==> config.mk <==
export PLATFORM = sky130hd
export DESIGN_NAME = sprite_rom_arbiter_flat
export DESIGN_NICKNAME = d
export VERILOG_FILES = /design/src/rtl/sprite_rom_arbiter_if.sv /design/src/rtl/sprite_rom_arbiter.sv /design/src/flat_wrapper.sv
export SDC_FILE = /design/constraint.sdc
export NUM_CORES = 1
export LEC_CHECK = 0
export ABC_AREA = 1
export CORE_ASPECT_RATIO = 0.7
export CORE_MARGIN = 2
export CORE_UTILIZATION = 33
export CTS_BUF_LIST = sky130_fd_sc_hd__clkbuf_16
export DETAILED_ROUTE_END_ITERATION = 10
export PLACE_DENSITY = 0.64
export SLEW_MARGIN = 20
export SYNTH_ARGS = -nofsm -noshare
export SYNTH_HDL_FRONTEND = slang
export SYNTH_SLANG_ARGS = --single-unit
==> constraint.sdc <==
create_clock -name clock -period 14 [get_ports clock]
set_input_delay 2.8 -clock clock [delete_from_list [all_inputs] [get_ports clock]]
set_output_delay 2.8 -clock clock [all_outputs]
set_load 0.01 [all_outputs]
==> src/rtl/sprite_rom_arbiter_if.sv <==
// Requester-side bus of the sprite ROM arbiter: read requests in, grants and
// returned pixels out, with every requester's lanes packed side by side.
interface sprite_rom_arbiter_if #(
  parameter int NUM_REQ = 5,
  parameter int ADDR_W  = 14,
  parameter int DATA_W  = 12
);
  logic [NUM_REQ-1:0]             req_valid;
  logic [NUM_REQ-1:0][ADDR_W-1:0] req_addr;
  logic [NUM_REQ-1:0]             req_ready;
  logic [NUM_REQ-1:0]             rsp_valid;
  logic [DATA_W-1:0]              rsp_data;

  modport master (output req_valid, req_addr, input req_ready, rsp_valid, rsp_data);
  modport slave  (input req_valid, req_addr, output req_ready, rsp_valid, rsp_data);
endinterface

==> src/rtl/sprite_rom_arbiter.sv <==
// Round-robin arbiter that shares one sprite ROM between the player blobs and
// the grid layer, routes each returned word back to its issuer, and counts contention.
module sprite_rom_arbiter #(
  parameter int NUM_REQ     = 5,
  parameter int ADDR_W      = 14,
  parameter int DATA_W      = 12,
  parameter int ROM_LATENCY = 2
) (
  input  logic                 clock,
  input  logic                 reset,
  input  logic                 frame_start,
  sprite_rom_arbiter_if.slave  req_bus,
  output logic                 rom_en,
  output logic [ADDR_W-1:0]    rom_addr,
  input  logic [DATA_W-1:0]    rom_data,
  output logic [15:0]          conflict_count
);

  localparam int IDX_W = (NUM_REQ > 1) ? $clog2(NUM_REQ) : 1;
  typedef logic [IDX_W-1:0] idx_t;
  localparam idx_t               LAST_IDX = idx_t'(NUM_REQ - 1);
  localparam logic [NUM_REQ-1:0] REQ_ONE  = NUM_REQ'(1);

  idx_t               last_grant;
  idx_t               grant_idx;
  idx_t               cand;
  logic               grant_valid;
  logic [NUM_REQ-1:0] grant_onehot;
  logic               handshake;

  // Search begins just after the last winner and wraps, so nobody waits
  // more than NUM_REQ-1 grants while it stays valid.
  always_comb begin
    // NOTE: every variable gets a default before the loop; a path that left one
    // unassigned would make synthesis infer a latch.
    grant_valid = 1'b0;
    grant_idx   = '0;
    cand        = '0;
    for (int k = 1; k <= NUM_REQ; k++) begin
      cand = idx_t'((int'(last_grant) + k) % NUM_REQ);
      if (!grant_valid && req_bus.req_valid[cand]) begin
        grant_valid = 1'b1;
        grant_idx   = cand;
      end
    end
  end

  assign grant_onehot      = grant_valid ? (REQ_ONE << grant_idx) : '0;
  assign req_bus.req_ready = reset ? grant_onehot : '0;
  assign handshake         = |req_bus.req_ready;

  // Issue stage: the registered address plus the tag of the requester behind it.
  idx_t issue_tag;

  always_ff @(posedge clock or negedge reset) begin
    if (!reset) begin
      last_grant <= LAST_IDX;
      rom_en     <= 1'b0;
      rom_addr   <= '0;
      issue_tag  <= '0;
    end else begin
      // NOTE: state is updated with non-blocking assignments so every register
      // sees the values from before this edge, independent of statement order.
      if (frame_start) begin
        last_grant <= LAST_IDX;
      end else if (handshake) begin
        last_grant <= grant_idx;
      end
      rom_en    <= handshake;
      issue_tag <= grant_idx;
      if (handshake) begin
        rom_addr <= req_bus.req_addr[grant_idx];
      end
    end
  end

  // Tag pipeline tracks the ROM's own latency; its last stage lines up with rom_data.
  logic [ROM_LATENCY-1:0] tag_valid;
  idx_t                   tag_idx [ROM_LATENCY];
  logic [NUM_REQ-1:0]     rsp_valid_q;
  logic [DATA_W-1:0]      rsp_data_q;

  always_ff @(posedge clock or negedge reset) begin
    if (!reset) begin
      // NOTE: the tag valids must clear so in-flight reads are dropped; the
      // indices are only a few bits and are cleared with them.
      tag_valid   <= '0;
      for (int s = 0; s < ROM_LATENCY; s++) begin
        tag_idx[s] <= '0;
      end
      rsp_valid_q <= '0;
      rsp_data_q  <= '0;
    end else begin
      tag_valid[0] <= rom_en;
      tag_idx[0]   <= issue_tag;
      for (int s = 1; s < ROM_LATENCY; s++) begin
        tag_valid[s] <= tag_valid[s-1];
        tag_idx[s]   <= tag_idx[s-1];
      end
      if (tag_valid[ROM_LATENCY-1]) begin
        rsp_valid_q <= REQ_ONE << tag_idx[ROM_LATENCY-1];
        rsp_data_q  <= rom_data;
      end else begin
        rsp_valid_q <= '0;
      end
    end
  end

  assign req_bus.rsp_valid = rsp_valid_q;
  assign req_bus.rsp_data  = rsp_data_q;

  // Contention: cycles with two or more requesters competing, saturating.
  logic [15:0] conflict_cnt;
  logic [15:0] cnt_next;
  logic        multi_req;

  assign multi_req = $countones(req_bus.req_valid) >= 2;
  assign cnt_next  = (multi_req && conflict_cnt != 16'hFFFF) ? conflict_cnt + 16'd1
                                                             : conflict_cnt;

  always_ff @(posedge clock or negedge reset) begin
    if (!reset) begin
      conflict_cnt   <= '0;
      conflict_count <= '0;
    end else if (frame_start) begin
      conflict_count <= cnt_next;
      conflict_cnt   <= '0;
    end else begin
      conflict_cnt   <= cnt_next;
    end
  end

endmodule

==> src/flat_wrapper.sv <==
// flat-port wrapper written by rule: the top's interface ports become plain ports
module sprite_rom_arbiter_flat 
#(
  parameter int NUM_REQ     = 5,
  parameter int ADDR_W      = 14,
  parameter int DATA_W      = 12,
  parameter int ROM_LATENCY = 2
)
  (clock, reset, frame_start, rom_en, rom_addr, rom_data, conflict_count, req_bus_req_valid, req_bus_req_addr, req_bus_req_ready, req_bus_rsp_valid, req_bus_rsp_data);
  sprite_rom_arbiter_if #(.NUM_REQ(NUM_REQ), .ADDR_W(ADDR_W), .DATA_W(DATA_W)) req_bus_i ();
  input  logic clock;
  input  logic reset;
  input  logic frame_start;
  output logic rom_en;
  output logic [ADDR_W-1:0] rom_addr;
  input  logic [DATA_W-1:0] rom_data;
  output logic [15:0] conflict_count;
  input wire logic [$bits(req_bus_i.req_valid)-1:0] req_bus_req_valid;
  input wire logic [$bits(req_bus_i.req_addr)-1:0] req_bus_req_addr;
  output wire logic [$bits(req_bus_i.req_ready)-1:0] req_bus_req_ready;
  output wire logic [$bits(req_bus_i.rsp_valid)-1:0] req_bus_rsp_valid;
  output wire logic [$bits(req_bus_i.rsp_data)-1:0] req_bus_rsp_data;
  assign req_bus_i.req_valid = req_bus_req_valid;
  assign req_bus_i.req_addr = req_bus_req_addr;
  assign req_bus_req_ready = req_bus_i.req_ready;
  assign req_bus_rsp_valid = req_bus_i.rsp_valid;
  assign req_bus_rsp_data = req_bus_i.rsp_data;
  sprite_rom_arbiter #(.NUM_REQ(NUM_REQ), .ADDR_W(ADDR_W), .DATA_W(DATA_W), .ROM_LATENCY(ROM_LATENCY)) u_core (.clock(clock), .reset(reset), .frame_start(frame_start), .req_bus(req_bus_i), .rom_en(rom_en), .rom_addr(rom_addr), .rom_data(rom_data), .conflict_count(conflict_count));
endmodule
* Word-level counts from Yosys, hierarchy flattened *
Index checks and enable logic that the tools add are counted.

operators by class
  muxes and demuxes = 29
  $add $sub $neg = 10
  equality and inequality tests = 1
  order comparisons = 7
  divide/modulo/power cells = 5
  reductions and logical operators = 11
  shift-type cells = 2

operator list
  cell                   number
  $mod 32x4->32 const B  5
  $bmux 14 s3            1
  $add 32x1->32          1
  $add 32x32->32         1
  $ge 32x3->1 const B    1
  $mux 16                2
  $lt 3x4->1 const B     6
  $mux 3                 7
  $add 16x1->16 const B  1
  $ne 16x16->1 const B   1
  $bmux 1 s3             5
  $mux 5                 3
  $mux 14                1
  $mux 1                 10
  $shl 1x3->5 const A    2
  $add 3x2->4 const B    2
  $add 3x3->4 const B    2
  $logic_and 1x1->1      5
  $reduce_or 5->1        1
  $add 1x1->2            2
  $add 3x1->4 const B    1
  $logic_not 1->1        4
  $reduce_bool 2->1      1

storage, ports and cells
  flip-flop bits (word level) = 78
  logic and storage cells = 76

* Depth between registers and ports, before layout *
Gate-level depths: netlist (run 1).

  word-level depth = 23
  gate-level depth with buffers = 34
  gate-level depth less buffers = 32

* Least setup slack after synthesis (run 1) *
OpenSTA, ideal clock, no wires.

  kind = input to output
  start point = in req_bus_req_valid[2]
  end point = out req_bus_req_ready[0]
  stages = 15
  slack = 6.842 ns
  arrival time = 4.358 ns
  path through = inv_1 -> nand2_1 -> nand3_1 -> nand2_1 -> nand2_1 -> nand2_1 -> clkinv_1 -> nand2_2 -> nor2_4 -> o21ai_2 -> or2_0 -> nand2_2 -> nand2_4 -> buf_2 -> nor4_2

between the ends
  word-level cells in the longest chain between the ends = 18
  elaborated cells between the ends (all ways) = 31

ends and longest elaborated chain
  what                          line                      source
  start, declared               flat_wrapper.sv:18        input wire logic [$bits(req_bus_i.req_valid)-1:0] req_bus_req_valid;
  $bmux 1 s3                    sprite_rom_arbiter.sv:41  if (!grant_valid && req_bus.req_valid[cand]) begin
  $mux 1 (implied by the code)  sprite_rom_arbiter.sv:41
  $mux 1                        sprite_rom_arbiter.sv:41
  $logic_not 1->1               sprite_rom_arbiter.sv:41
  $logic_and 1x1->1             sprite_rom_arbiter.sv:41
  $mux 1                        sprite_rom_arbiter.sv:41
  $logic_not 1->1               sprite_rom_arbiter.sv:41
  $logic_and 1x1->1             sprite_rom_arbiter.sv:41
  (+3 left out)                 n/a
  $mux 1                        sprite_rom_arbiter.sv:41
  $logic_not 1->1               sprite_rom_arbiter.sv:41
  $logic_and 1x1->1             sprite_rom_arbiter.sv:41
  $mux 3 (*)                    sprite_rom_arbiter.sv:41
  net u_core.grant_idx[1]       sprite_rom_arbiter.sv:25  idx_t grant_idx;
  $shl 1x3->5 (*)               sprite_rom_arbiter.sv:48  assign grant_onehot = grant_valid ? (REQ_ONE << grant_idx) : '0;
  $mux 5 (*)                    sprite_rom_arbiter.sv:48
  $mux 5 (*)                    sprite_rom_arbiter.sv:49  assign req_bus.req_ready = reset ? grant_onehot : '0;
  end, declared                 flat_wrapper.sv:20        output wire logic [$bits(req_bus_i.req_ready)-1:0] req_bus_req_ready;

Mark *: on every way through the listed nets, which the timed path passes. The rest lies on a longest branch. The select of a mux whose other input is x is not followed.

* Worst setup path after layout (run 1) *
  start point = reg u_core.last_grant[0]
  end point = out req_bus_req_ready[0]

between the ends
  word-level cells in the longest chain between the ends = 20
  elaborated cells between the ends (all ways) = 41

ends and longest elaborated chain
  what                          line                      source
  start, declared               sprite_rom_arbiter.sv:24  idx_t last_grant;
  start signal, assigned        sprite_rom_arbiter.sv:67  last_grant <= grant_idx;
  $add 3x1->4                   sprite_rom_arbiter.sv:40  cand = idx_t'((int'(last_grant) + k) % NUM_REQ);
  $mod 32x4->32                 sprite_rom_arbiter.sv:40
  $bmux 1 s3                    sprite_rom_arbiter.sv:41
  $mux 1 (implied by the code)  sprite_rom_arbiter.sv:41
  $mux 1                        sprite_rom_arbiter.sv:41
  $logic_not 1->1               sprite_rom_arbiter.sv:41
  $logic_and 1x1->1             sprite_rom_arbiter.sv:41
  $mux 1                        sprite_rom_arbiter.sv:41
  (+5 left out)                 n/a
  $mux 1                        sprite_rom_arbiter.sv:41
  $logic_not 1->1               sprite_rom_arbiter.sv:41
  $logic_and 1x1->1             sprite_rom_arbiter.sv:41
  $mux 3 (*)                    sprite_rom_arbiter.sv:41
  net u_core.grant_idx[0]       sprite_rom_arbiter.sv:25
  $shl 1x3->5 (*)               sprite_rom_arbiter.sv:48
  $mux 5 (*)                    sprite_rom_arbiter.sv:48
  $mux 5 (*)                    sprite_rom_arbiter.sv:49

Marks and branches as above.

==> results of run 1 <==
final timing paths:
kind	startpoint	end	slack (ns)	cells after the start
max	u_core.last_grant[0]$_DFFE_PN0P_	req_bus_req_ready[0]	4.80	26
min	u_core.tag_idx[4]$_DFF_PN0_	u_core.tag_idx[1]$_DFF_PN0_	0.34	0
max reg2reg	u_core.last_grant[0]$_DFFE_PN0P_	u_core.rom_addr[6]$_DFFE_PN0P_	8.26	29
min reg2reg	u_core.tag_idx[4]$_DFF_PN0_	u_core.tag_idx[1]$_DFF_PN0_	0.34	0
max in group asynchronous	reset	u_core.issue_tag[0]$_DFF_PN0_	10.59	2
min in group asynchronous	reset	u_core.conflict_count[6]$_DFFE_PN0P_	2.37	1
registers in the layout, summed over array words and instances (netlist names):
| signal | cells |
|---|---|
| u_core.conflict_cnt | 16 |
| u_core.conflict_count | 16 |
| u_core.rom_addr | 14 |
| u_core.req_bus.rsp_data | 12 |
| u_core.tag_idx | 6 |
| u_core.req_bus.rsp_valid | 5 |
| u_core.issue_tag | 3 |
| u_core.last_grant | 3 |
| u_core.tag_valid | 2 |
| u_core.rom_en | 1 |
cell type report:
type                       count  area share
timing repair buffer         144       0.196
sequential                    78       0.267
clock buffer                   9      0.0308
tap                          225      0.0385
multi-input combinational    536       0.422
inverter                      64      0.0336
clock inverter                 6      0.0118
kinds of logic after synthesis:
logic type,after synthesis,synth area share
and+or+nand+nor,399,0.347
buffers and inverters,89,0.0741
DFF,78,0.359
AOI/OAI and AO/OA,71,0.0796
adders and majority gates,34,0.0810
xor gates and xnor gates,19,0.0320
muxes,13,0.0267
through the flow:
step / cell area, um^2 / hold WS, ns / setup WS, ns
after CTS: 7310 / 0.347 / 4.79
after global placement: 7000 / 0.333 / 4.93
after detailed placement: 7000 / 0.335 / 4.89
after floorplan: 5440 / 0.331 / 6.84
after global routing: 7310 / 0.353 / 4.18
final: 7310 / 0.341 / 4.80
placed cells by master (no fill, tap or decap), types with 4 or more instances in the layout:
| cell | n |
|---|---|
| a21oi_1 | 21 |
| a21oi_2 | 10 |
| clkbuf_16 | 9 |
| clkdlybuf4s50_1 | 141 |
| dfrtp_1 | 77 |
| ha_1 | 32 |
| inv_1 | 51 |
| inv_2 | 10 |
| mux2_2 | 12 |
| nand2_1 | 204 |
| nand2_2 | 19 |
| nand2_4 | 8 |
| nand3_1 | 65 |
| nand3_2 | 10 |
| nand4_1 | 13 |
| nor2_1 | 54 |
| nor3_1 | 6 |
| o21ai_0 | 25 |
| o21ai_1 | 4 |
| xnor2_1 | 5 |
| xor2_1 | 13 |
metal layers:
| layer | vias to the layer above | share of wire | track usage |
|---|---|---|---|
| li1 | 2539 | - | - |
| met1 | 2191 | 0.53 | 0.264 |
| met2 | 166 | 0.39 | 0.229 |
| met3 | 15 | 0.065 | 0.0366 |
| met4 | 0 | 0.015 | 0.0382 |
| met5 | - | 0 | 0 |
critical path, cell delays in order, from the launching register on:
cell	delay (ns)
dfrtp_1	0.80
inv_2	0.30
ha_1	0.59
inv_1	0.21
ha_1	0.22
inv_1	0.07
nand4_1	0.12
nand2_1	0.09
xor2_1	0.27
ha_1	0.25
nand2_1	0.10
nand2_4	0.11
nand2_4	0.05
nand2_1	0.10
nand2_1	0.13
nand2_1	0.08
nand3_1	0.08
nand3_2	0.10
nand2_4	0.07
nand3_1	0.11
nand3_1	0.07
nand2_1	0.07
nand3_2	0.42
nand2_2	0.64
inv_2	0.14
nor4_2	0.28
clkdlybuf4s50_1	0.57
==> results.sh, run 1 <==
export IMPL_n_antenna_cell=0
export IMPL_root_buffer="clkbuf_16"
export IMPL_hp_class="reg2reg"
export IMPL_max_freq_mhz=109
export IMPL_routed_via_density=4.62
export IMPL_seqCellArea_um2=1950
export IMPL_ys_flop_type="dfrtp_1"
export IMPL_gr_total_overflow=0
export IMPL_post_cts_resize_count=0
export IMPL_finalCritPeriodShare=0.657
export IMPL_synth_yosys_warnings=0
export IMPL_cp_required_ns=11.20
export IMPL_startpoint_type="flop"
export IMPL_synth_most_common_cell="nand2_1"
export IMPL_worstSetupPathType="reg2out"
export IMPL_cts_buffers=9
export IMPL_die_h_um=111
export IMPL_fin_setup_tns_ns=0
export IMPL_drive_gt1_frac=0.122
export IMPL_antenna_found_initial=0
export IMPL_cts_sinks=78
export IMPL_synth_seq_cells=78
export IMPL_first_global_vias=4511
export IMPL_fin_util=0.451
export IMPL_synthArstFlopShare=1.00
export IMPL_syn_nets=827
export IMPL_ys_seq_area_frac=0.359
export IMPL_start_util=0.336
export IMPL_portBuffers=142
export IMPL_yosysUniqueCellTypes=51
export IMPL_tightest_slew_ns=0.898
export IMPL_status="finished clean"
export IMPL_design_core_area_um2=16200
export IMPL_final_nets=957
export IMPL_fill_cells=1642
export IMPL_final_cells=1062
export IMPL_slew_headroom=0.398
export IMPL_cts_tree="done"
export IMPL_place_gp_congestion=0.855
export IMPL_area_delta_synth_final_pct=34.4
export IMPL_clockBufferDepth=2
export IMPL_worstPathArrival_ns=6.40
export IMPL_post_cts_setup_buffers=0
export IMPL_synth_edff_count=0
export IMPL_worst_skew_pair_late_latency_ns=0.33
export IMPL_crit_fanout=31
export IMPL_finalHoldViolCount=0
export IMPL_drv_slew=0
export IMPL_finalCriticalPeriod_ns=9.20
export IMPL_pin_count=143
export IMPL_grt_pass1_wl_um=23500
export IMPL_postCtsHoldBufs=0
export IMPL_synth_avg_cell_area_um2=7.74
export IMPL_dr_pass1_iters=5
export IMPL_synthTopCellsByArea="dfrtp_1, nand2_1, ha_1"
export IMPL_htreeDepth=3
export IMPL_fin_skew_ns=0.00870
export IMPL_routed_via_count=4911
export IMPL_grt_max_degree=58
export IMPL_netlist_instances=703
export IMPL_drt_wl_total_um=14600
export IMPL_endpoint_kind="primary output"
export IMPL_clkSlewWorstSetupHoldPaths_ns=0.06
export IMPL_die_w_um=157
export IMPL_drtIter0Drc=243
export IMPL_rsz0062_at_grt="false"
export IMPL_dp_hpwl_um=11400
export IMPL_synth_top_area_frac=0.354
export IMPL_syn_area_um2=5440
export IMPL_rows=39
export IMPL_drc=0
export IMPL_postRouteAntennaNets=0
export IMPL_wl_per_cell_um=13.8
export IMPL_die_area_um2=17500
export IMPL_synthTopCellsByCount="nand2_1, dfrtp_1, nand3_1"
export IMPL_track_usage=0.167
export IMPL_synth_area_leader_cell="dfrtp_1"
export IMPL_dp_cells=1047
export IMPL_multi_input_area_um2=3080
export IMPL_maxCapViolCount=0
export IMPL_setup_viol=0
Power of run 1 is not shown: default switching activity piles up to over one toggle a cycle in this logic, so the estimate is an artifact.
==> inputs of run 2 (changes only) <==
Clock period 14 ns to 8.85 ns, I/O delays scaled along.
==> run 2 against run 1 <==
  * Critical path type unchanged
  * Count of clock-buffer cells in the layout unchanged
  * Worst setup slack lost 4.0 ns
  * First-iteration DRC count rose by 37%
  * Cell count unchanged
  * Critical path depth stayed put
  * Routed wire length down 2.2%
  * Die area unchanged
  * Via count up 1.0%
  * Hold slack gained 0.0046 ns
==> results.sh, run 2 (synthesis results as in run 1) <==
export IMPL_finalCriticalPeriod_ns=8.04
export IMPL_startpoint_type="flop"
export IMPL_rows=39
export IMPL_start_util=0.336
export IMPL_drtIter0Drc=334
export IMPL_crit_fanout=31
export IMPL_drive_gt1_frac=0.122
export IMPL_fin_skew_ns=0.00608
export IMPL_tightest_slew_ns=0.866
export IMPL_place_gp_congestion=0.857
export IMPL_maxCapViolCount=0
export IMPL_fin_setup_tns_ns=0
export IMPL_top_regs="u_core.conflict_cnt x16, u_core.conflict_count x16, u_core.rom_addr x14"
export IMPL_worstPathArrival_ns=6.27
export IMPL_final_nets=956
export IMPL_postRouteAntennaNets=0
export IMPL_clkSlewWorstSetupHoldPaths_ns=0.06
export IMPL_finalCritPeriodShare=0.909
export IMPL_routed_via_count=4962
export IMPL_portBuffers=142
export IMPL_cts_sinks=78
export IMPL_die_w_um=157
export IMPL_n_antenna_cell=0
export IMPL_drt_wl_total_um=14300
export IMPL_layout_commonest_cell="nand2_1"
export IMPL_first_global_vias=4590
export IMPL_htreeDepth=3
export IMPL_cts_buffers=9
export IMPL_worstSetupPathType="reg2out"
export IMPL_drc=0
export IMPL_cts_tree="done"
export IMPL_cp_required_ns=7.08
export IMPL_design_core_area_um2=16200
export IMPL_clockBufferDepth=2
export IMPL_finalHoldViolCount=0
export IMPL_max_freq_mhz=124
export IMPL_setup_viol=0
export IMPL_rsz0062_at_grt="false"
export IMPL_wl_per_cell_um=13.5
export IMPL_grt_max_degree=46
export IMPL_track_usage=0.165
export IMPL_post_cts_resize_count=0
export IMPL_routed_via_density=4.67
export IMPL_postCtsHoldBufs=0
export IMPL_endpoint_kind="primary output"
export IMPL_crit_path_top_delay_cell="dfrtp_1"
export IMPL_dr_pass1_iters=5
export IMPL_root_buffer="clkbuf_16"
export IMPL_slew_headroom=0.419
export IMPL_area_delta_synth_final_pct=34.1
export IMPL_drv_slew=0
export IMPL_status="finished clean"
export IMPL_crit_top_cell="nand2_1"
export IMPL_die_h_um=111
export IMPL_rr_worst_depth=29
export IMPL_layout_common_cells="nand2_1, clkdlybuf4s50_1, dfrtp_1, nand3_1, nor2_1"
export IMPL_gr_total_overflow=0
export IMPL_dp_hpwl_um=11100
export IMPL_worst_skew_pair_late_latency_ns=0.33
export IMPL_grt_pass1_wl_um=23200
export IMPL_hp_class="reg2reg"
export IMPL_die_area_um2=17500
export IMPL_pin_count=143
export IMPL_antenna_found_initial=0
export IMPL_min_path_cells=0
export IMPL_post_cts_setup_buffers=0
export IMPL_critPathMaxStageDelay_ns=0.79
-- run 2: cell types whose count changed in the layout (fill, tap and decap cells not counted) --
cell	previous run	this run
clkinv_4	1	2
inv_6	1	2
clkinv_2	2	1
buf_4	3	2
inv_8	0	1
bufinv_16	2	1
-- run 2: final cells by class --
class / instances / area [um^2]
flip-flops and latches: 78 / 1950
multi-input cells: 536 / 3080
clock inverters: 7 / 80.1
clock buffers: 9 / 225
repair buffers: 143 / 1430
inverters: 64 / 245
fillers: 1646 / 8910
well taps: 225 / 282
-- run 2: layer usage --
metal,track usage,wire length [um],vias to the layer above
met4,0.0382,147,0
met3,0.0350,1090,14
met2,0.236,5810,178
li1,-,-,2531
met5,0,0,-
met1,0.252,7270,2239
-- run 2: final timing paths --
| kind | start | endpoint | slack, ns |
|---|---|---|---|
| min in group asynchronous | reset | u_core.conflict_cnt[4]$_DFF_PN0_ | 1.39 |
| max in group asynchronous | reset | u_core.conflict_count[5]$_DFFE_PN0P_ | 6.48 |
| hold reg to reg | u_core.tag_valid[0]$_DFF_PN0_ | u_core.tag_valid[1]$_DFF_PN0_ | 0.35 |
| hold / removal | u_core.tag_valid[0]$_DFF_PN0_ | u_core.tag_valid[1]$_DFF_PN0_ | 0.35 |
| setup reg to reg | u_core.last_grant[0]$_DFFE_PN0P_ | u_core.rom_addr[6]$_DFFE_PN0P_ | 3.23 |
| setup / recovery | u_core.last_grant[0]$_DFFE_PN0P_ | req_bus_req_ready[0] | 0.81 |
-- run 2: through the flow --
stage	util	hold slack (ns)	area (um^2)	std cells	setup slack (ns)
finish	0.450	0.346	7290	1062	0.806
global route	0.450	0.354	7290	1062	0.223
CTS	0.450	0.349	7290	1062	0.799
detailed placement	0.431	0.335	6990	1046	1.17
global placement	0.431	0.331	6990	1046	1.28
floorplan	-	0.331	5440	703	3.17
-- run 2: critical path, delay by kind of cell (launching register included) --
family | cells | cell delay, ns
and+or+nand+nor | 17 | 2.57
buffers and inverters | 5 | 1.28
adders and majority gates | 3 | 1.02
DFF | 1 | 0.79
xor gates and xnor gates | 1 | 0.26
Power of run 2 is left out for the same reason.
==> inputs of run 3 (changes only) <==
Settings changed: DONT_BUFFER_PORTS from default to 1, PLACE_DENSITY 0.64 to 0.53.
==> run 3 against run 2 <==
  * Non-clock buffer count is 143 lower
  * Count of clock-buffer cells in the layout unchanged
  * Sequential share of layout area is 6.5 points higher
  * Largest cell class unchanged
  * Highest routed layer unchanged
==> results.sh, run 3 (synthesis results as in run 1) <==
export IMPL_clkSlewWorstSetupHoldPaths_ns=0.06
export IMPL_drt_wl_total_um=13900
export IMPL_grt_pass1_wl_um=22300
export IMPL_hp_class="reg2reg"
export IMPL_pin_count=143
export IMPL_cp_required_ns=7.08
export IMPL_layout_commonest_cell="nand2_1"
export IMPL_finalCritPeriodShare=0.884
export IMPL_worstSetupPathType="reg2out"
export IMPL_die_w_um=157
export IMPL_r2r_slack_ns=3.10
export IMPL_routed_via_density=4.91
export IMPL_n_antenna_cell=0
export IMPL_die_h_um=111
export IMPL_worstPathArrival_ns=6.05
export IMPL_drv_slew=0
export IMPL_tightest_slew_ns=0.790
export IMPL_crit_fanout=31
export IMPL_routed_via_count=4508
export IMPL_finalHoldViolCount=0
export IMPL_design_core_area_um2=16200
export IMPL_finalCriticalPeriod_ns=7.82
export IMPL_drive_gt1_frac=0.141
export IMPL_root_buffer="clkbuf_16"
export IMPL_grt_max_degree=82
export IMPL_critPathMaxStageDelay_ns=0.79
export IMPL_crit_path_top_delay_cell="dfrtp_1"
export IMPL_postCtsHoldBufs=0
export IMPL_start_util=0.336
export IMPL_layout_common_cells="nand2_1, dfrtp_1, nand3_1, nor2_1, inv_1"
export IMPL_startpoint_type="flop"
export IMPL_htreeDepth=3
export IMPL_setup_viol=0
export IMPL_fin_setup_tns_ns=0
export IMPL_post_cts_resize_count=0
export IMPL_slew_headroom=0.470
export IMPL_track_usage=0.159
export IMPL_cts_buffers=9
export IMPL_portBuffers=0
export IMPL_rows=39
export IMPL_first_global_vias=4390
export IMPL_clockBufferDepth=2
export IMPL_cts_sinks=78
export IMPL_max_freq_mhz=128
export IMPL_cts_tree="done"
export IMPL_status="finished clean"
export IMPL_crit_family="simple AND/OR/NAND/NOR gates"
export IMPL_antenna_found_initial=0
export IMPL_fin_skew_ns=0.00812
export IMPL_die_area_um2=17500
export IMPL_path_buf_inv=4
export IMPL_maxCapViolCount=0
export IMPL_endpoint_kind="primary output"
export IMPL_dr_pass1_iters=5
export IMPL_final_nets=813
export IMPL_post_cts_setup_buffers=0
export IMPL_drc=0
export IMPL_area_delta_synth_final_pct=8.01
export IMPL_crit_top_cell="nand2_1"
export IMPL_worst_skew_pair_late_latency_ns=0.33
export IMPL_rsz0062_at_grt="false"
export IMPL_gr_total_overflow=0
export IMPL_postRouteAntennaNets=0
export IMPL_top_regs="u_core.conflict_cnt x16, u_core.conflict_count x16, u_core.rom_addr x14"
export IMPL_wl_per_cell_um=15.1
export IMPL_place_gp_congestion=0.857
export IMPL_drtIter0Drc=377
export IMPL_dp_hpwl_um=10700
==> run 3: path summary, 6_finish.rpt <==
kind                                                       start                                    to  cells past startpoint
worst max-delay path            u_core.last_grant[0]$_DFFE_PN0P_                  req_bus_req_ready[0]                     25
worst min-delay path                 u_core.tag_idx[5]$_DFF_PN0_           u_core.tag_idx[2]$_DFF_PN0_                      0
worst max register to register  u_core.last_grant[0]$_DFFE_PN0P_        u_core.rom_addr[6]$_DFFE_PN0P_                     29
worst min register to register       u_core.tag_idx[5]$_DFF_PN0_           u_core.tag_idx[2]$_DFF_PN0_                      0
max in group asynchronous                                  reset      u_core.last_grant[2]$_DFFE_PN1P_                      0
min in group asynchronous                                  reset  u_core.conflict_count[4]$_DFFE_PN0P_                      0
==> run 3: cell type report <==
| type | count | area (um^2) |
|---|---|---|
| Fill cell | 1704 | 10300 |
| Multi-Input combinational cell | 536 | 3080 |
| Sequential cell | 78 | 1950 |
| Tap cell | 225 | 282 |
| Inverter | 64 | 245 |
| Clock buffer | 9 | 225 |
| Clock inverter | 6 | 86.3 |
==> run 3: per-layer routing <==
metal	track usage	vias up	wire length (um)
li1	-	2247	-
met3	0.0346	11	765
met1	0.224	2108	6800
met2	0.249	142	6140
met4	0.0370	0	140
met5	0	-	0
==> run 3: metrics by stage <==
step                setup WS [ns]  hold slack (ns)  cells  utilization  instance area [um^2]
floorplan                    3.17            0.331    703            -                  5440
global placement             1.74            0.332    903        0.343                  5560
detailed placement           1.45            0.335    903        0.343                  5560
CTS                          1.04            0.346    918        0.363                  5870
global route                0.476            0.355    918        0.363                  5870
finish                       1.03            0.346    918        0.363                  5870
Power of run 3 is left out for the same reason.
==> RTL change 1, RTL diff (flow settings as in run 2) <==
Register the output `conflict_count` once more, with the module's reset; this adds one clock of latency there. The other outputs are not delayed to match.
--- a/src/rtl/sprite_rom_arbiter.sv
+++ b/src/rtl/sprite_rom_arbiter.sv
@@ -22,2 +22,4 @@
   localparam logic [NUM_REQ-1:0] REQ_ONE  = NUM_REQ'(1);
+
+  logic [15:0] conflict_count_s0;
 
@@ -123,5 +125,5 @@
       conflict_cnt   <= '0;
-      conflict_count <= '0;
+      conflict_count_s0 <= '0;
     end else if (frame_start) begin
-      conflict_count <= cnt_next;
+      conflict_count_s0 <= cnt_next;
       conflict_cnt   <= '0;
@@ -132,2 +134,10 @@
 
+  always_ff @(posedge clock or negedge reset) begin
+    if (!reset) begin
+      conflict_count <= '0;
+    end else begin
+      conflict_count <= conflict_count_s0;
+    end
+  end
+
 endmodule
Behaviour: not the same (a bounded check fails within 4 cycles, from zero or initial values and one cycle with reset low).
==> RTL change 1 against run 2 <==
- fmax fell by 1.9%
- worst setup slack got worse by 0.16 ns
- critical endpoint is now req_bus_req_ready[2]
- count of clock-buffer cells in the layout unchanged
- routed wire length is 5.0% higher
- sequential cell count increased by 16
- utilization is 0.77 points lower
- area after synthesis rose by 5.7%
- critical path type unchanged
- sequential share of layout area rose by 4.3 points
- design area rose by 3.8%
Power is left out: the tool's default activity adds up to more than one toggle a clock period on the data nets, which glitch-free logic cannot reach.
==> RTL change 1: results (changes against run 2) <==
run status=complete, no violations (unchanged); global routing usage summed across all routing layers=16.57% (was 16.46%); RD Place Congestion=0.8702 (was 0.8566); Largest delay share family, worst path=simple AND/OR/NAND/NOR gates (unchanged); async set or reset register ratio after synthesis=100.0% (unchanged); DRC violations left=0 (unchanged); mean number of vias per cell=4.749 (was 4.672); synth top area cells=sky130_fd_sc_hd__dfrtp_1, sky130_fd_sc_hd__nand2_1, sky130_fd_sc_hd__ha_1 (unchanged); Pre-antenna DRT Iters=5 (unchanged); maximum cell stage delay along the critical path=0.79 ns (about the same); fraction of final layout cells sized beyond drive strength 1=10.09% (was 12.19%); Net count, final=971 (was 956); number of global-route vias before repair=4811 (was 4590); post-synthesis net count=842 (was 827); Largest regs=u_core.conflict_cnt (16), u_core.conflict_count (16), u_core.conflict_count_s0 (16) (was u_core.conflict_cnt (16), u_core.conflict_count (16), u_core.rom_addr (14)); initial DRC count=306 (was 334); max_slew headroom=40.95% (was 41.89%); cell with the largest stage delay on the worst path=sky130_fd_sc_hd__dfrtp_1 (unchanged); CTS resizes=0 (unchanged); data arrival time of the critical path=6.43 ns (was 6.27 ns); antenna violations before repair=0 (unchanged); Detailed Place HPWL=11620 microns (was 11060 microns); Num CTS Buffers=9 (unchanged); most frequent cells after synthesis=sky130_fd_sc_hd__nand2_1, sky130_fd_sc_hd__dfrtp_1, sky130_fd_sc_hd__nand3_1 (unchanged); register area share after synthesis=40.94% (was 35.92%); # H-tree levels=3 (unchanged); final-report max-slew violation count=0 (unchanged); distinct cell type count of the synthesized netlist=47 (was 51); number of buffers inserted by port buffering=142 (unchanged); clock-pin slew reported for the worst setup and hold paths after clock tree synthesis=0.06 ns (about the same); number of fill cells=1711 (was 1646); pin count of the biggest net entering global routing=60 (was 46); Critical Path Fanout Max=31 (unchanged); first-pass GRT wire length=24460 microns (was 23230 microns); most instantiated flip-flop cell in the synthesis netlist=sky130_fd_sc_hd__dfrtp_1 (unchanged); final WL=15030 microns (was 14320 microns); clock skew after layout=0.005266 ns (was 0.006076 ns); antenna cell count=0 (unchanged); later-pin clock latency in the skew report=0.34 ns
-- RTL change 1: changes by cell type after synthesis, sizes merged --
cell     change
clkinv       -1
nand3        +1
or2          +1
o2111ai      -1
xor2         +1
dfrtp       +16
nand2        -1
nor2         +1
nand4        -1
o21ai        -1
-- RTL change 1: cells by family (layout without fill, tap and decap cells) --
kind of cell,Yosys count,after routing,share of synthesized area (%)
fa+ha+maj,34,34,7.660
simple gates,400,400,31.49
compound gates,69,69,7.139
xor+xnor,20,20,3.047
buf+inv,88,222,7.203
mux,13,13,2.524
flops,94,94,40.94
-- RTL change 1: stage by stage --
| step | hold WS (ns) | util [%] | setup WS (ns) | cells | instance area, sq um |
|---|---|---|---|---|---|
| after floorplan | 0.3312 | - | 3.234 | 718 | 5749 |
| after global placement | 0.3318 | 42.60 | 1.238 | 1067 | 7292 |
| after detailed placement | 0.3363 | 42.60 | 1.113 | 1067 | 7292 |
| after CTS | 0.3511 | 44.25 | 0.7035 | 1083 | 7574 |
| after global routing | 0.3542 | 44.25 | 0.1333 | 1083 | 7574 |
| final | 0.3495 | 44.25 | 0.6484 | 1083 | 7574 |
-- RTL change 1: path summary, 6_finish.rpt --
path | from | depth (start not counted) | slack (ns) | to
min in group asynchronous | reset | 1 | 1.39 | u_core.conflict_count[7]$_DFF_PN0_
worst min-delay path | u_core.tag_idx[4]$_DFF_PN0_ | 0 | 0.35 | u_core.tag_idx[1]$_DFF_PN0_
worst max-delay path | u_core.last_grant[0]$_DFFE_PN0P_ | 26 | 0.65 | req_bus_req_ready[2]
max in group asynchronous | reset | 2 | 6.34 | u_core.conflict_cnt[2]$_DFF_PN0_
worst min register to register | u_core.tag_idx[4]$_DFF_PN0_ | 0 | 0.35 | u_core.tag_idx[1]$_DFF_PN0_
worst max register to register | u_core.last_grant[0]$_DFFE_PN0P_ | 29 | 3.24 | u_core.rom_addr[7]$_DFFE_PN0P_
-- RTL change 1: metal layers --
| metal | vias to the layer above | wire length [microns] | GRT usage, % |
|---|---|---|---|
| met5 | - | 0 | 0 |
| met4 | 0 | 176 | 3.894 |
| met3 | 16 | 1288 | 4.491 |
| met2 | 202 | 6142 | 24.17 |
| met1 | 2344 | 7424 | 24.36 |
| li1 | 2581 | - | - |
-- RTL change 1: worst reg2reg max path: cells and delay by family (launching register included) --
family	cells	cell delay (ns)
buf+inv	3	0.54
simple gates	21	2.81
compound gates	1	0.14
xor+xnor	1	0.26
flops	1	0.79
fa+ha+maj	3	1.00
-- RTL change 1: area by class of cell --
type                            count  share of cell area [%]
Inverter                           63                   3.189
Clock buffer                        9                   2.974
Clock inverter                      7                  0.7434
Tap cell                          231                   3.816
Timing Repair Buffer              143                   18.83
Sequential cell                    94                   31.08
Multi-Input combinational cell    536                   39.37
==> RTL change 2, RTL diff (settings of run 2) <==
Without the edit above. `DATA_W` is set to 12 in 3 places; all go to 16.
--- a/src/rtl/sprite_rom_arbiter_if.sv
+++ b/src/rtl/sprite_rom_arbiter_if.sv
@@ -5,3 +5,3 @@
   parameter int ADDR_W  = 14,
-  parameter int DATA_W  = 12
+  parameter int DATA_W  = 16
 );
--- a/src/rtl/sprite_rom_arbiter.sv
+++ b/src/rtl/sprite_rom_arbiter.sv
@@ -5,3 +5,3 @@
   parameter int ADDR_W      = 14,
-  parameter int DATA_W      = 12,
+  parameter int DATA_W      = 16,
   parameter int ROM_LATENCY = 2
--- a/src/flat_wrapper.sv
+++ b/src/flat_wrapper.sv
@@ -5,3 +5,3 @@
   parameter int ADDR_W      = 14,
-  parameter int DATA_W      = 12,
+  parameter int DATA_W      = 16,
   parameter int ROM_LATENCY = 2
Interface: changed (resized req_bus_rsp_data and rom_data); port bits go from 143 to 151. No check against the original RTL was run, so the function may have changed too.
==> RTL change 2 against run 2 <==
- sequential cell count is 4 higher
- area after synthesis rose by 6.5%
- routed wire length is 11% higher
- worst setup slack improved by 0.25 ns
- non-clock buffer count is 11 higher
- design area up 5.8%
Power is left out: the tool's default activity adds up to more than one toggle a clock period on the data nets, which glitch-free logic cannot reach.
==> RTL change 2: results (changes against run 2) <==
antenna cell count=0 (unchanged); Synth Area in XOR/XNOR=2.874% (was 3.198%); number of fill cells=1666 (was 1646); R2R cell count=27 (was 29); routed wire length per instance=14.44 microns (was 13.48 microns); number of buffers inserted by port buffering=150 (was 142); portion of netlist area occupied by mux cells=3.285% (was 2.669%); number of global-route vias before repair=4877 (was 4590); Pre-antenna DRT Iters=5 (unchanged); initial DRC count=250 (was 334); CTS resizes=0 (unchanged); Hold Crit Endpoint=u_core.tag_idx[4]$_DFF_PN0_ (was u_core.tag_valid[1]$_DFF_PN0_); post-synthesis average cell area=8.007 sq um (was 7.735 sq um); Detailed Place HPWL=12320 microns (was 11060 microns); clock-pin slew reported for the worst setup and hold paths after clock tree synthesis=0.06 ns (about the same); min-delay src=u_core.issue_tag[1]$_DFF_PN0_ (was u_core.tag_valid[0]$_DFF_PN0_); RD Place Congestion=0.8434 (was 0.8566); final worst hold slack=0.3479 ns (was 0.3461 ns); register area share after synthesis=35.47% (was 35.92%); fraction of final layout cells sized beyond drive strength 1=14.57% (was 12.19%); via count=5197 (was 4962); run status=complete, no violations (unchanged); number of standard cells in the final layout excluding fillers=1096 (was 1062); post-synthesis adder-cell area fraction=7.608% (was 8.099%); Net count, final=988 (was 956); distinct cell type count of the synthesized netlist=48 (was 51); pin count of the biggest net entering global routing=44 (was 46); total setup buffers inserted after CTS=0 (unchanged); startpoint of the worst-slack reg-to-reg timing path=u_core.last_grant[1]$_DFFE_PN0P_ (was u_core.last_grant[0]$_DFFE_PN0P_); Synth Area in Compound Gates=7.780% (was 7.961%); Critical Path Fanout Max=33 (was 31); end of the worst register-to-register path=u_core.rom_addr[3]$_DFFE_PN0P_ (was u_core.rom_addr[6]$_DFFE_PN0P_); global routing usage summed across all routing layers=17.19% (was 16.46%); max_slew headroom=43.78% (was 41.89%); clock skew after layout=0.008358 ns (was 0.006076 ns); first-pass GRT wire length=25540 microns (was 23230 microns); post-synthesis net count=851 (was 827); synth top area cells=sky130_fd_sc_hd__dfrtp_1, sky130_fd_sc_hd__nand2_1, sky130_fd_sc_hd__ha_1 (unchanged); maximum cell stage delay along the critical path=0.76 ns (was 0.79 ns); cell with the largest stage delay on the worst path=sky130_fd_sc_hd__nand3_2 (was sky130_fd_sc_hd__dfrtp_1); worst-case register-to-register setup slack=3.40 ns (was 3.23 ns); data arrival time of the critical path=6.02 ns (was 6.27 ns); most frequent cells after synthesis=sky130_fd_sc_hd__nand2_1, sky130_fd_sc_hd__dfrtp_1, sky130_fd_sc_hd__inv_1 (was sky130_fd_sc_hd__nand2_1, sky130_fd_sc_hd__dfrtp_1, sky130_fd_sc_hd__nand3_1)
-- RTL change 2: worst max-delay path by stage --
stage	from	end	slack, ns	cells after the start
after floorplan	u_core.last_grant[0]$_DFFE_PN0P_	req_bus_req_ready[0]	3.20	26
after global placement	u_core.last_grant[1]$_DFFE_PN0P_	req_bus_req_ready[0]	1.58	24
after global routing	u_core.last_grant[1]$_DFFE_PN0P_	req_bus_req_ready[1]	0.47	24
after CTS	u_core.last_grant[1]$_DFFE_PN0P_	req_bus_req_ready[1]	1.04	24
final	u_core.last_grant[1]$_DFFE_PN0P_	req_bus_req_ready[1]	1.06	24
after detailed placement	u_core.last_grant[1]$_DFFE_PN0P_	req_bus_req_ready[1]	1.42	24
-- RTL change 2: stage by stage --
step	area, sq um	setup WS [ns]
after detailed placement	7412	1.422
after global routing	7714	0.4710
final	7714	1.058
after floorplan	5789	3.202
after CTS	7714	1.037
after global placement	7412	1.581
-- RTL change 2: cells by family (layout without fill, tap and decap cells) --
group,after synthesis,after routing
XOR/XNOR,19,19
flip-flops,82,82
buffers and inverters,96,238
AO/OA/AOI/OAI,71,71
adder cells (fa/ha/maj),34,34
AND/OR/NAND/NOR,404,404
multiplexers,17,17
-- RTL change 2: per-layer routing --
layer	global-route usage (%)	up-vias	part of all wire (%)
li1	-	2637	-
met1	25.57	2413	51
met2	26.58	135	43
met3	3.030	12	5.1
met4	2.891	0	1.0
met5	0	-	0
-- RTL change 2: final cells by class --
type | instances | area, sq um | share of cell area [%]
Clock buffer | 9 | 225.2 | 2.920
Clock inverter | 7 | 76.32 | 0.9895
Inverter | 68 | 262.8 | 3.406
Multi-Input combinational cell | 545 | 3278 | 42.50
Sequential cell | 82 | 2053 | 26.62
Tap cell | 231 | 289.0 | 3.747
Timing Repair Buffer | 154 | 1529 | 19.82
